## src/rtl/ctrl_pkg.sv

```systemverilog
// Shared decode constants and select encodings for the rysyCore RV32I control path.
// Imported by the controller and by the datapath muxes.
package ctrl_pkg;

    localparam logic [4:0] OpLoad   = 5'b00000;
    localparam logic [4:0] OpOpImm  = 5'b00100;
    localparam logic [4:0] OpAuipc  = 5'b00101;
    localparam logic [4:0] OpStore  = 5'b01000;
    localparam logic [4:0] OpOp     = 5'b01100;
    localparam logic [4:0] OpLui    = 5'b01101;
    localparam logic [4:0] OpBranch = 5'b11000;
    localparam logic [4:0] OpJalr   = 5'b11001;
    localparam logic [4:0] OpJal    = 5'b11011;

    localparam logic [2:0] F3AddSub  = 3'b000;
    localparam logic [2:0] F3Shr     = 3'b101;
    localparam logic [6:0] F7Base    = 7'b0000000;
    localparam logic [6:0] F7Alt     = 7'b0100000;
    localparam int unsigned F7AltBit = 5;

    typedef enum logic [3:0] {
        AluAdd  = 4'b0000, AluSub = 4'b1000, AluSll = 4'b0001, AluSlt = 4'b0010,
        AluSltu = 4'b0011, AluXor = 4'b0100, AluSrl = 4'b0101, AluSra = 4'b1101,
        AluOr   = 4'b0110, AluAnd = 4'b0111
    } alu_op_e;

    typedef enum logic [2:0] {
        ImmI = 3'b000, ImmS = 3'b001, ImmB = 3'b010, ImmU = 3'b011, ImmJ = 3'b100
    } imm_type_e;

    typedef enum logic [1:0] {
        PcPlus4 = 2'b00, PcImm = 2'b01, PcAlu = 2'b10, PcHold = 2'b11
    } pc_sel_e;

    typedef enum logic [1:0] {
        RdAlu = 2'b00, RdLoad = 2'b01, RdPc4 = 2'b10, RdImm = 2'b11
    } rd_sel_e;

    typedef enum logic [1:0] {
        InstMem = 2'b00, InstNop = 2'b01, InstHold = 2'b10
    } inst_sel_e;

    typedef enum logic [0:0] {
        StRun      = 1'b0,
        StLoadWait = 1'b1
    } fsm_e;

endpackage

```

## src/rtl/ctrl.sv

```systemverilog
// Main decoder and sequencer: combinational datapath selects from opcode/func fields,
// plus a two-bit state for the load's second cycle and the bubble after a redirect.
module ctrl
    import ctrl_pkg::*;
(
    input  logic       clk,
    input  logic       rst,
    input  logic [4:0] opcode,
    input  logic [2:0] func3,
    input  logic [6:0] func7,
    input  logic       b,
    output logic [2:0] imm_type,
    output logic [1:0] inst_sel,
    output logic       reg_wr,
    output logic [3:0] alu_op,
    output logic [2:0] cmp_op,
    output logic [1:0] pc_sel,
    output logic       mem_sel,
    output logic [1:0] rd_sel,
    output logic       alu1_sel,
    output logic       alu2_sel,
    output logic [2:0] sel_type,
    output logic       we
);

    fsm_e fsm_q, fsm_d;
    logic flush_q, flush_d;

    always_ff @(posedge clk or posedge rst) begin
        if (rst) begin
            fsm_q   <= StRun;
            flush_q <= 1'b1;
        end else begin
            fsm_q   <= fsm_d;
            flush_q <= flush_d;
        end
    end

    always_comb begin
        imm_type = ImmI;
        inst_sel = InstMem;
        reg_wr   = 1'b0;
        alu_op   = AluAdd;
        cmp_op   = 3'b000;
        pc_sel   = PcPlus4;
        mem_sel  = 1'b0;
        rd_sel   = RdAlu;
        alu1_sel = 1'b0;
        alu2_sel = 1'b0;
        sel_type = 3'b000;
        we       = 1'b0;
        fsm_d    = StRun;
        flush_d  = 1'b0;

        if (rst) begin
            inst_sel = InstNop;
            pc_sel   = PcHold;
        end else if (fsm_q == StLoadWait) begin
            // Instruction is held, so the address/width decode stays that of the load.
            inst_sel = InstHold;
            imm_type = ImmI;
            alu2_sel = 1'b1;
            mem_sel  = 1'b1;
            rd_sel   = RdLoad;
            reg_wr   = 1'b1;
            sel_type = func3;
        end else if (flush_q) begin
            inst_sel = InstNop;
        end else begin
            case (opcode)
                OpOp: begin
                    reg_wr = 1'b1;
                    alu_op = {func7[F7AltBit], func3};
                end
                OpOpImm: begin
                    imm_type = ImmI;
                    alu2_sel = 1'b1;
                    reg_wr   = 1'b1;
                    // Only shifts use func7; an immediate add never becomes SUB.
                    alu_op   = (func3 == F3Shr) ? {func7[F7AltBit], F3Shr} : {1'b0, func3};
                end
                OpLoad: begin
                    imm_type = ImmI;
                    alu2_sel = 1'b1;
                    mem_sel  = 1'b1;
                    sel_type = func3;
                    pc_sel   = PcHold;
                    fsm_d    = StLoadWait;
                end
                OpStore: begin
                    imm_type = ImmS;
                    alu2_sel = 1'b1;
                    mem_sel  = 1'b1;
                    we       = 1'b1;
                    sel_type = func3;
                end
                OpBranch: begin
                    imm_type = ImmB;
                    cmp_op   = func3;
                    pc_sel   = b ? PcImm : PcPlus4;
                    flush_d  = b;
                end
                OpJal: begin
                    imm_type = ImmJ;
                    pc_sel   = PcImm;
                    rd_sel   = RdPc4;
                    reg_wr   = 1'b1;
                    flush_d  = 1'b1;
                end
                OpJalr: begin
                    imm_type = ImmI;
                    alu2_sel = 1'b1;
                    pc_sel   = PcAlu;
                    rd_sel   = RdPc4;
                    reg_wr   = 1'b1;
                    flush_d  = 1'b1;
                end
                OpLui: begin
                    imm_type = ImmU;
                    rd_sel   = RdImm;
                    reg_wr   = 1'b1;
                end
                OpAuipc: begin
                    imm_type = ImmU;
                    alu1_sel = 1'b1;
                    alu2_sel = 1'b1;
                    reg_wr   = 1'b1;
                end
                default: ;
            endcase
        end
    end

endmodule

```

## config.mk

```make
export PLATFORM = sky130hd
export DESIGN_NAME = ctrl
export DESIGN_NICKNAME = d
export VERILOG_FILES = /design/src/rtl/ctrl_pkg.sv /design/src/rtl/ctrl.sv
export SDC_FILE = /design/constraint.sdc
export NUM_CORES = 1
export LEC_CHECK = 0
export ABC_AREA = 1
export CORE_MARGIN = 8
export CORE_UTILIZATION = 29
export DETAILED_ROUTE_END_ITERATION = 7
export PLACE_DENSITY_LB_ADDON = 0.2
export SLEW_MARGIN = 10
export SYNTH_ARGS = -nofsm -noshare
export SYNTH_HDL_FRONTEND = slang
export SYNTH_SLANG_ARGS = --single-unit
```

## constraint.sdc

```tcl
create_clock -name clk -period 1.4 [get_ports clk]
set_input_delay 0.28 -clock clk [delete_from_list [all_inputs] [get_ports clk]]
set_output_delay 0.28 -clock clk [all_outputs]
set_load 0.1 [all_outputs]
```

==> flow_metrics.env, run 1 <==
export IMPL_dominantRegCellSynth="dfstp_2"
export IMPL_synth_xor_area_share_pct=0
export IMPL_postSynthCellCount=72
export IMPL_synth_top_area_cell="nand3_1"
export IMPL_synth_fa_ha_area_share_pct=0
export IMPL_synth_nets=90
export IMPL_die_w_um=55.1
export IMPL_ios=42
export IMPL_synthSimpleGateAreaFrac_pct=59.9
export IMPL_ys_top_cells_by_area="nand3_1 11%, nor2_1 10%, a21oi_1 7.9%"
export IMPL_stop_stage="detailed placement"
export IMPL_ys_ff_latch=2
export IMPL_synthArstFlopShare_pct=100
export IMPL_synth_edf_count=0
export IMPL_syn_area_per_cell_um2=6.15
export IMPL_synth_top_family_by_area="simple AND/OR/NAND/NOR gates"
export IMPL_post_synth_top_count_cell="nor2_1"
export IMPL_rows=14
export IMPL_yosys_warnings=0
export IMPL_outcome="did not finish"
export IMPL_io_buffers=35
export IMPL_place_hpwl_um=2460
export IMPL_syn_cell_area_um2=443
export IMPL_gp_congestion=0.869
export IMPL_start_util_pct=30.1
export IMPL_synth_cell_type_count=21
export IMPL_synth_compound_gate_area_share_pct=13.6
export IMPL_synth_top_area_share_pct=11.3
export IMPL_error="[ERROR DPL-0033] detailed placement checks failed during check placement."
export IMPL_netlist_top_cells_count="12 x nor2_1, 10 x nand3_1, 8 x nand2_1"
export IMPL_muxShareOfSynthArea_pct=0
export IMPL_ys_seq_area_share_pct=11.6
export IMPL_dieHeight_um=55.1
## kinds of logic after synthesis
family,count (synthesis)
AOI/OAI and AO/OA,9
buffers and inverters,13
DFF,2
and+or+nand+nor,48
## per-stage QoR
stage | instance area (um2) | std cells | setup TNS (ns) | worst slack, ns | hold slack (ns)
3_3_place_gp | 1430 | 142 | -13.32 | -0.674 | 0.926
2_1_floorplan | 711 | 72 | -10.07 | -0.819 | 0.0840
==> run 2: changes to the inputs <==
--- a/config.mk
+++ b/config.mk
@@ -6,10 +6,10 @@
 export NUM_CORES = 1
 export LEC_CHECK = 0
 export ABC_AREA = 1
-export CORE_MARGIN = 8
-export CORE_UTILIZATION = 29
+export CORE_AREA = 8 8 69 71
 export DETAILED_ROUTE_END_ITERATION = 7
-export PLACE_DENSITY_LB_ADDON = 0.2
+export DIE_AREA = 0 0 77 79
+export PLACE_DENSITY_LB_ADDON = 0.15
 export SLEW_MARGIN = 10
 export SYNTH_ARGS = -nofsm -noshare
 export SYNTH_HDL_FRONTEND = slang
==> run 2 against run 1 <==
Net effect: the flow now finishes, with violations (setup timing); area after synthesis unchanged; synthesized cell count unchanged.
==> flow_metrics.env, run 2 <==
export IMPL_outcome="finished, violations left"
export IMPL_violations="setup timing"
export IMPL_drt_iter0_drc=11
export IMPL_ys_seq_area_share_pct=11.6
export IMPL_crit_fanout=7
export IMPL_core_area_mm2=0.00380
export IMPL_cp_num_buf_inv=2
export IMPL_worstSetupPathType="flip-flop to output pin"
export IMPL_rsz0062_at_grt="yes"
export IMPL_cts_htree_levels=1
export IMPL_wl_per_cell_um=12.6
export IMPL_cp_common_cell="buf_12"
export IMPL_cp_required_ns=1.12
export IMPL_period_minus_slack_ns=1.72
export IMPL_ios=42
export IMPL_synth_cell_type_count=21
export IMPL_synth_top_area_share_pct=11.3
export IMPL_drive_gt1_share_pct=79.5
export IMPL_routed_wl_um=2460
export IMPL_root_buffer="clkbuf_8"
export IMPL_worst_slew_pin_slew_ns=0.277
export IMPL_ys_top_cells_by_area="nand3_1 11%, nor2_1 10%, a21oi_1 7.9%"
export IMPL_drv_cap=0
export IMPL_leakage_nw=0.714
export IMPL_fin_worst_skew_ns=0.00626
export IMPL_critPathTopFamily="simple AND/OR/NAND/NOR gates"
export IMPL_syn_cell_area_um2=443
export IMPL_dr_pass1_iters=4
export IMPL_slowest_delay_ns=0.37
export IMPL_max_freq_mhz=583
export IMPL_cts_tree="built"
export IMPL_layout_commonest_cell="buf_4"
export IMPL_finalNonFillerCells=196
export IMPL_place_hpwl_um=2060
export IMPL_die_w_um=77
export IMPL_fin_tns_setup_ns=-6.16
export IMPL_netlist_top_cells_count="12 x nor2_1, 10 x nand3_1, 8 x nand2_1"
export IMPL_ant_nets=0
export IMPL_power_density_mw_per_mm2=437
export IMPL_cts_sinks=2
export IMPL_drv_slew=0
export IMPL_rows=23
export IMPL_drcViolationCount=0
export IMPL_die_area_mm2=0.00608
export IMPL_synth_top_area_cell="nand3_1"
export IMPL_fillers=369
export IMPL_yosys_warnings=0
export IMPL_post_synth_top_count_cell="nor2_1"
export IMPL_antenna_found_initial=0
export IMPL_placedCellCount=183
export IMPL_finalSetupViolations=23
export IMPL_timing_final_ws_setup_ns=-0.316
export IMPL_grt_pass1_wl_um=4350
export IMPL_crit_chain="nor2_4, nand2_4, buf_12, nor3_4, buf_12"
export IMPL_peakVddDrop_uv=184
export IMPL_hold_viol=0
export IMPL_via_per_inst=4.02
export IMPL_dominantRegCellSynth="dfstp_2"
export IMPL_grt_use_total_pct=8.78
export IMPL_cp_slowest_cell="dfstp_2"
export IMPL_dieHeight_um=79
export IMPL_ys_ff_latch=2
export IMPL_vias=788
export IMPL_grt_pass1_vias=943
export IMPL_cts_clk_slew_worst_paths_ns=0.03
export IMPL_globalRouteOverflowTotal=0
export IMPL_io_buffers=35
export IMPL_synth_edf_count=0
export IMPL_hp_class="primary input to async pin"
export IMPL_clock_insertion_delay_worst_skew_ns=0.22
export IMPL_reg_largest_list="flush_q x1, fsm_q x1"
export IMPL_finalCritPeriodShare_pct=123
export IMPL_syn_area_per_cell_um2=6.15
export IMPL_synth_nets=90
export IMPL_gp_congestion=0.828
export IMPL_cp_end_kind="output pin"
export IMPL_cp_start_kind="flip-flop"
export IMPL_start_util_pct=11.7
export IMPL_grt_max_degree=8
export IMPL_cts_buffer_depth=2
export IMPL_maxSlewHeadroom_pct=81.5
export IMPL_numCtsBuffers=3
export IMPL_fin_nets=165
export IMPL_antenna_cells=0
export IMPL_area_growth_pct=294
export IMPL_postSynthCellCount=72
export IMPL_final_cell_mix="28 x buf_4, 26 x buf_12, 12 x nor2_4, 11 x buf_6, 8 x nor3_4"
export IMPL_arrival_ns=1.44
export IMPL_synthArstFlopShare_pct=100
## run 2: where the power goes
part	switching (W)	total (W)	leakage [nW]	internal, W
combinational	0.000265	0.000447	0.667	0.000182
clock	0.0000603	0.000255	0.0228	0.000194
sequential	0.000000944	0.0000607	0.0242	0.0000597
## run 2: worst paths after layout
path | startpoint | endpoint | slack, ns | cells past startpoint
setup / recovery | flush_q | cmp_op[1] | -0.32 | 5
hold / removal | rst | fsm_q | 0.44 | 4
setup reg to reg | flush_q | flush_q | 0.30 | 5
hold reg to reg | fsm_q | flush_q | 0.82 | 5
max in group asynchronous | rst | flush_q | 0.77 | 4
min in group clk | opcode[4] | fsm_q | 0.47 | 5
## run 2: cells by family (layout without fill, tap and decap cells)
group / count (synthesis) / after routing / share of synthesized area (%)
and+or+nand+nor: 48 / 48 / 59.9
DFF: 2 / 2 / 11.6
AOI/OAI and AO/OA: 9 / 9 / 13.6
buffers and inverters: 13 / 87 / 15.0
## run 2: stage by stage
| step | util, % | setup WS [ns] | power, W | area, um2 | hold slack [ns] |
|---|---|---|---|---|---|
| floorplan | - | -0.819 | 0.000303 | 711 | 0.0840 |
| global placement | 40.9 | -0.700 | 0.000477 | 1550 | 0.716 |
| detailed placement | 40.9 | -0.727 | 0.000478 | 1550 | 0.719 |
| CTS | 45.4 | -0.371 | 0.000767 | 1730 | 0.460 |
| global route | 45.9 | -0.363 | 0.000792 | 1740 | 0.477 |
| finish | 45.9 | -0.316 | 0.000762 | 1740 | 0.442 |
## run 2: tightest hold or removal path: cells and delay by family
family | cells | cell delay (ns)
buffers and inverters | 4 | 0.70
## run 2: layout make-up
| type | count | area [um2] | share of cell area, % |
|---|---|---|---|
| clock buffer | 4 | 45.0 | 2.58 |
| sequential | 2 | 51.3 | 2.94 |
| inverter | 11 | 60.1 | 3.44 |
| multi-input combinational | 57 | 607 | 34.8 |
| tap | 50 | 62.6 | 3.59 |
| timing repair buffer | 72 | 918 | 52.7 |
## run 2: what timing repair did
action	4_1_cts	5_1_grt
endpoints found under the setup margin	25	25
hold buffers	0	0
setup buffers	10	1
cloned	0	0
resized for setup	44	4
pin swaps	20	6
## run 2: routing by layer
layer | GRT usage, % | wire, um | vias up
met4 | 4.15 | 60 | 0
met3 | 3.95 | 235 | 5
met1 | 8.73 | 868 | 372
li1 | - | - | 384
met5 | 0 | 0 | -
met2 | 15.5 | 1300 | 27
(Power assumes the default switching activity.)
==> run 3: changes to the inputs <==
--- a/config.mk
+++ b/config.mk
@@ -9,6 +9,7 @@
 export CORE_AREA = 8 8 69 71
 export DETAILED_ROUTE_END_ITERATION = 7
 export DIE_AREA = 0 0 77 79
+export MAX_ROUTING_LAYER = met4
 export PLACE_DENSITY_LB_ADDON = 0.15
 export SLEW_MARGIN = 10
 export SYNTH_ARGS = -nofsm -noshare
==> run 3 against run 2 <==
Net effect: the flow still finishes with violations (setup timing); sequential power barely moved; critical path depth did not move; highest routed layer unchanged; die area did not move; clock skew did not move; design area did not move; first-iteration DRC count rose by 18%; cell count did not move; critical path type unchanged; setup slack improved by 0.0012 ns; via count fell by 0.25%; sequential cell count did not move; power barely moved; critical endpoint unchanged; non-clock buffer count did not move.
==> flow_metrics.env, run 3 (synthesis results as in run 2) <==
export IMPL_grt_pass1_wl_um=4340
export IMPL_worst_r2r_startpoint="flush_q"
export IMPL_gp_congestion=0.840
export IMPL_final_cell_mix="28 x buf_4, 26 x buf_12, 12 x nor2_4, 11 x buf_6, 8 x nor3_4"
export IMPL_root_buffer="clkbuf_8"
export IMPL_leakage_nw=0.714
export IMPL_cts_hold_buf=0
export IMPL_cts_buffer_depth=2
export IMPL_drt_iter0_drc=13
export IMPL_drive_gt1_share_pct=79.5
export IMPL_crit_fanout=7
export IMPL_arrival_ns=1.43
export IMPL_worstSetupPathType="flip-flop to output pin"
export IMPL_hold_viol=0
export IMPL_ios=42
export IMPL_die_area_mm2=0.00608
export IMPL_violations="setup timing"
export IMPL_dieHeight_um=79
export IMPL_clock_insertion_delay_worst_skew_ns=0.22
export IMPL_cp_common_cell="buf_12"
export IMPL_cts_htree_levels=1
export IMPL_crit_start="flush_q"
export IMPL_finalCritPeriodShare_pct=122
export IMPL_rsz0062_at_grt="yes"
export IMPL_timing_final_ws_setup_ns=-0.315
export IMPL_finalNonFillerCells=196
export IMPL_placedCellCount=183
export IMPL_via_per_inst=4.01
export IMPL_io_buffers=35
export IMPL_reg_largest_list="flush_q x1, fsm_q x1"
export IMPL_ant_nets=0
export IMPL_wl_per_cell_um=12.6
export IMPL_power_total_w=0.000762
export IMPL_cp_slowest_cell="dfstp_2"
export IMPL_max_freq_mhz=583
export IMPL_maxSlewHeadroom_pct=81.5
export IMPL_cp_start_kind="flip-flop"
export IMPL_grt_pass1_vias=945
export IMPL_drv_cap=0
export IMPL_slowest_delay_ns=0.37
export IMPL_cts_sinks=2
export IMPL_place_area_mm2=0.00155
export IMPL_globalRouteOverflowTotal=0
export IMPL_grt_use_total_pct=9.04
export IMPL_crit_chain="nor2_4, nand2_4, buf_12, nor3_4, buf_12"
export IMPL_antenna_found_initial=0
export IMPL_die_w_um=77
export IMPL_drcViolationCount=0
export IMPL_area_growth_pct=294
export IMPL_fin_worst_skew_ns=0.00626
export IMPL_stdcell_area_mm2=0.00174
export IMPL_numCtsBuffers=3
export IMPL_peakVddDrop_uv=184
export IMPL_grt_max_degree=8
export IMPL_cp_end_kind="output pin"
export IMPL_dr_pass1_iters=4
export IMPL_period_minus_slack_ns=1.71
export IMPL_antenna_cells=0
export IMPL_core_area_mm2=0.00380
export IMPL_cp_required_ns=1.12
export IMPL_drv_slew=0
export IMPL_vias=786
export IMPL_outcome="finished, violations left"
export IMPL_cts_clk_slew_worst_paths_ns=0.03
export IMPL_place_hpwl_um=2060
export IMPL_worst_slew_pin_slew_ns=0.277
export IMPL_start_util_pct=11.7
export IMPL_finalSetupViolations=23
export IMPL_power_density_mw_per_mm2=437
export IMPL_cts_tree="built"
export IMPL_fin_nets=165
export IMPL_rows=23
export IMPL_post_route_util_pct=45.9
export IMPL_layout_commonest_cell="buf_4"
export IMPL_routed_wl_um=2460
export IMPL_hp_class="primary input to async pin"
-- run 3: layout make-up --
type | instances | area, um2
Clock buffer | 4 | 45.0
Fill cell | 369 | 2050
Inverter | 11 | 60.1
Multi-Input combinational cell | 57 | 607
Sequential cell | 2 | 51.3
Tap cell | 50 | 62.6
Timing Repair Buffer | 72 | 918
-- run 3: final timing paths --
check                      cells after the start  slack [ns]         to
min                                            4        0.44      fsm_q
max                                            5       -0.31  cmp_op[1]
min in group clk                               5        0.47      fsm_q
max in group asynchronous                      4        0.77    flush_q
max reg2reg                                    5        0.30    flush_q
min reg2reg                                    5        0.81    flush_q
-- run 3: timing repair --
item | 4_1_cts | 5_1_grt
setup buffers | 10 | 1
endpoints found under the setup margin | 25 | 25
resized for setup | 44 | 4
pin swaps | 20 | 6
-- run 3: per-stage QoR --
stage          hold slack [ns]  setup TNS (ns)  setup WS [ns]
2_1_floorplan           0.0840          -10.07         -0.819
3_3_place_gp             0.716          -14.24         -0.700
3_5_place_dp             0.719          -14.41         -0.727
4_1_cts                  0.460           -6.25         -0.371
5_1_grt                  0.477           -7.32         -0.363
6_report                 0.442           -6.15         -0.315
-- run 3: layer usage --
| layer | up-vias | share of wire, % | track usage (%) |
|---|---|---|---|
| li1 | 384 | - | - |
| met1 | 370 | 38 | 9.26 |
| met2 | 27 | 53 | 15.5 |
| met3 | 5 | 7.3 | 3.05 |
| met4 | 0 | 2.4 | 4.15 |
| met5 | - | 0 | - |
-- run 3: power breakdown --
group | internal, W | switching (W)
Combinational | 0.000182 | 0.000265
Sequential | 0.0000597 | 0.000000944
Clock | 0.000194 | 0.0000603
-- run 3: worst max-delay path: cells and delay by family (launching register included) --
family	cells	cell delay (ns)
flip-flops	1	0.37
AND/OR/NAND/NOR	3	0.48
buffers and inverters	2	0.36
==> run 4: changes to the inputs <==
--- a/config.mk
+++ b/config.mk
@@ -9,6 +9,7 @@
 export CORE_AREA = 8 8 69 71
 export DETAILED_ROUTE_END_ITERATION = 7
 export DIE_AREA = 0 0 77 79
+export HOLD_SLACK_MARGIN = 0.03
 export MAX_ROUTING_LAYER = met4
 export PLACE_DENSITY_LB_ADDON = 0.15
 export SLEW_MARGIN = 10
==> results of run 4 <==
No change in the layout: final DEF, timing and power equal those of run 3.
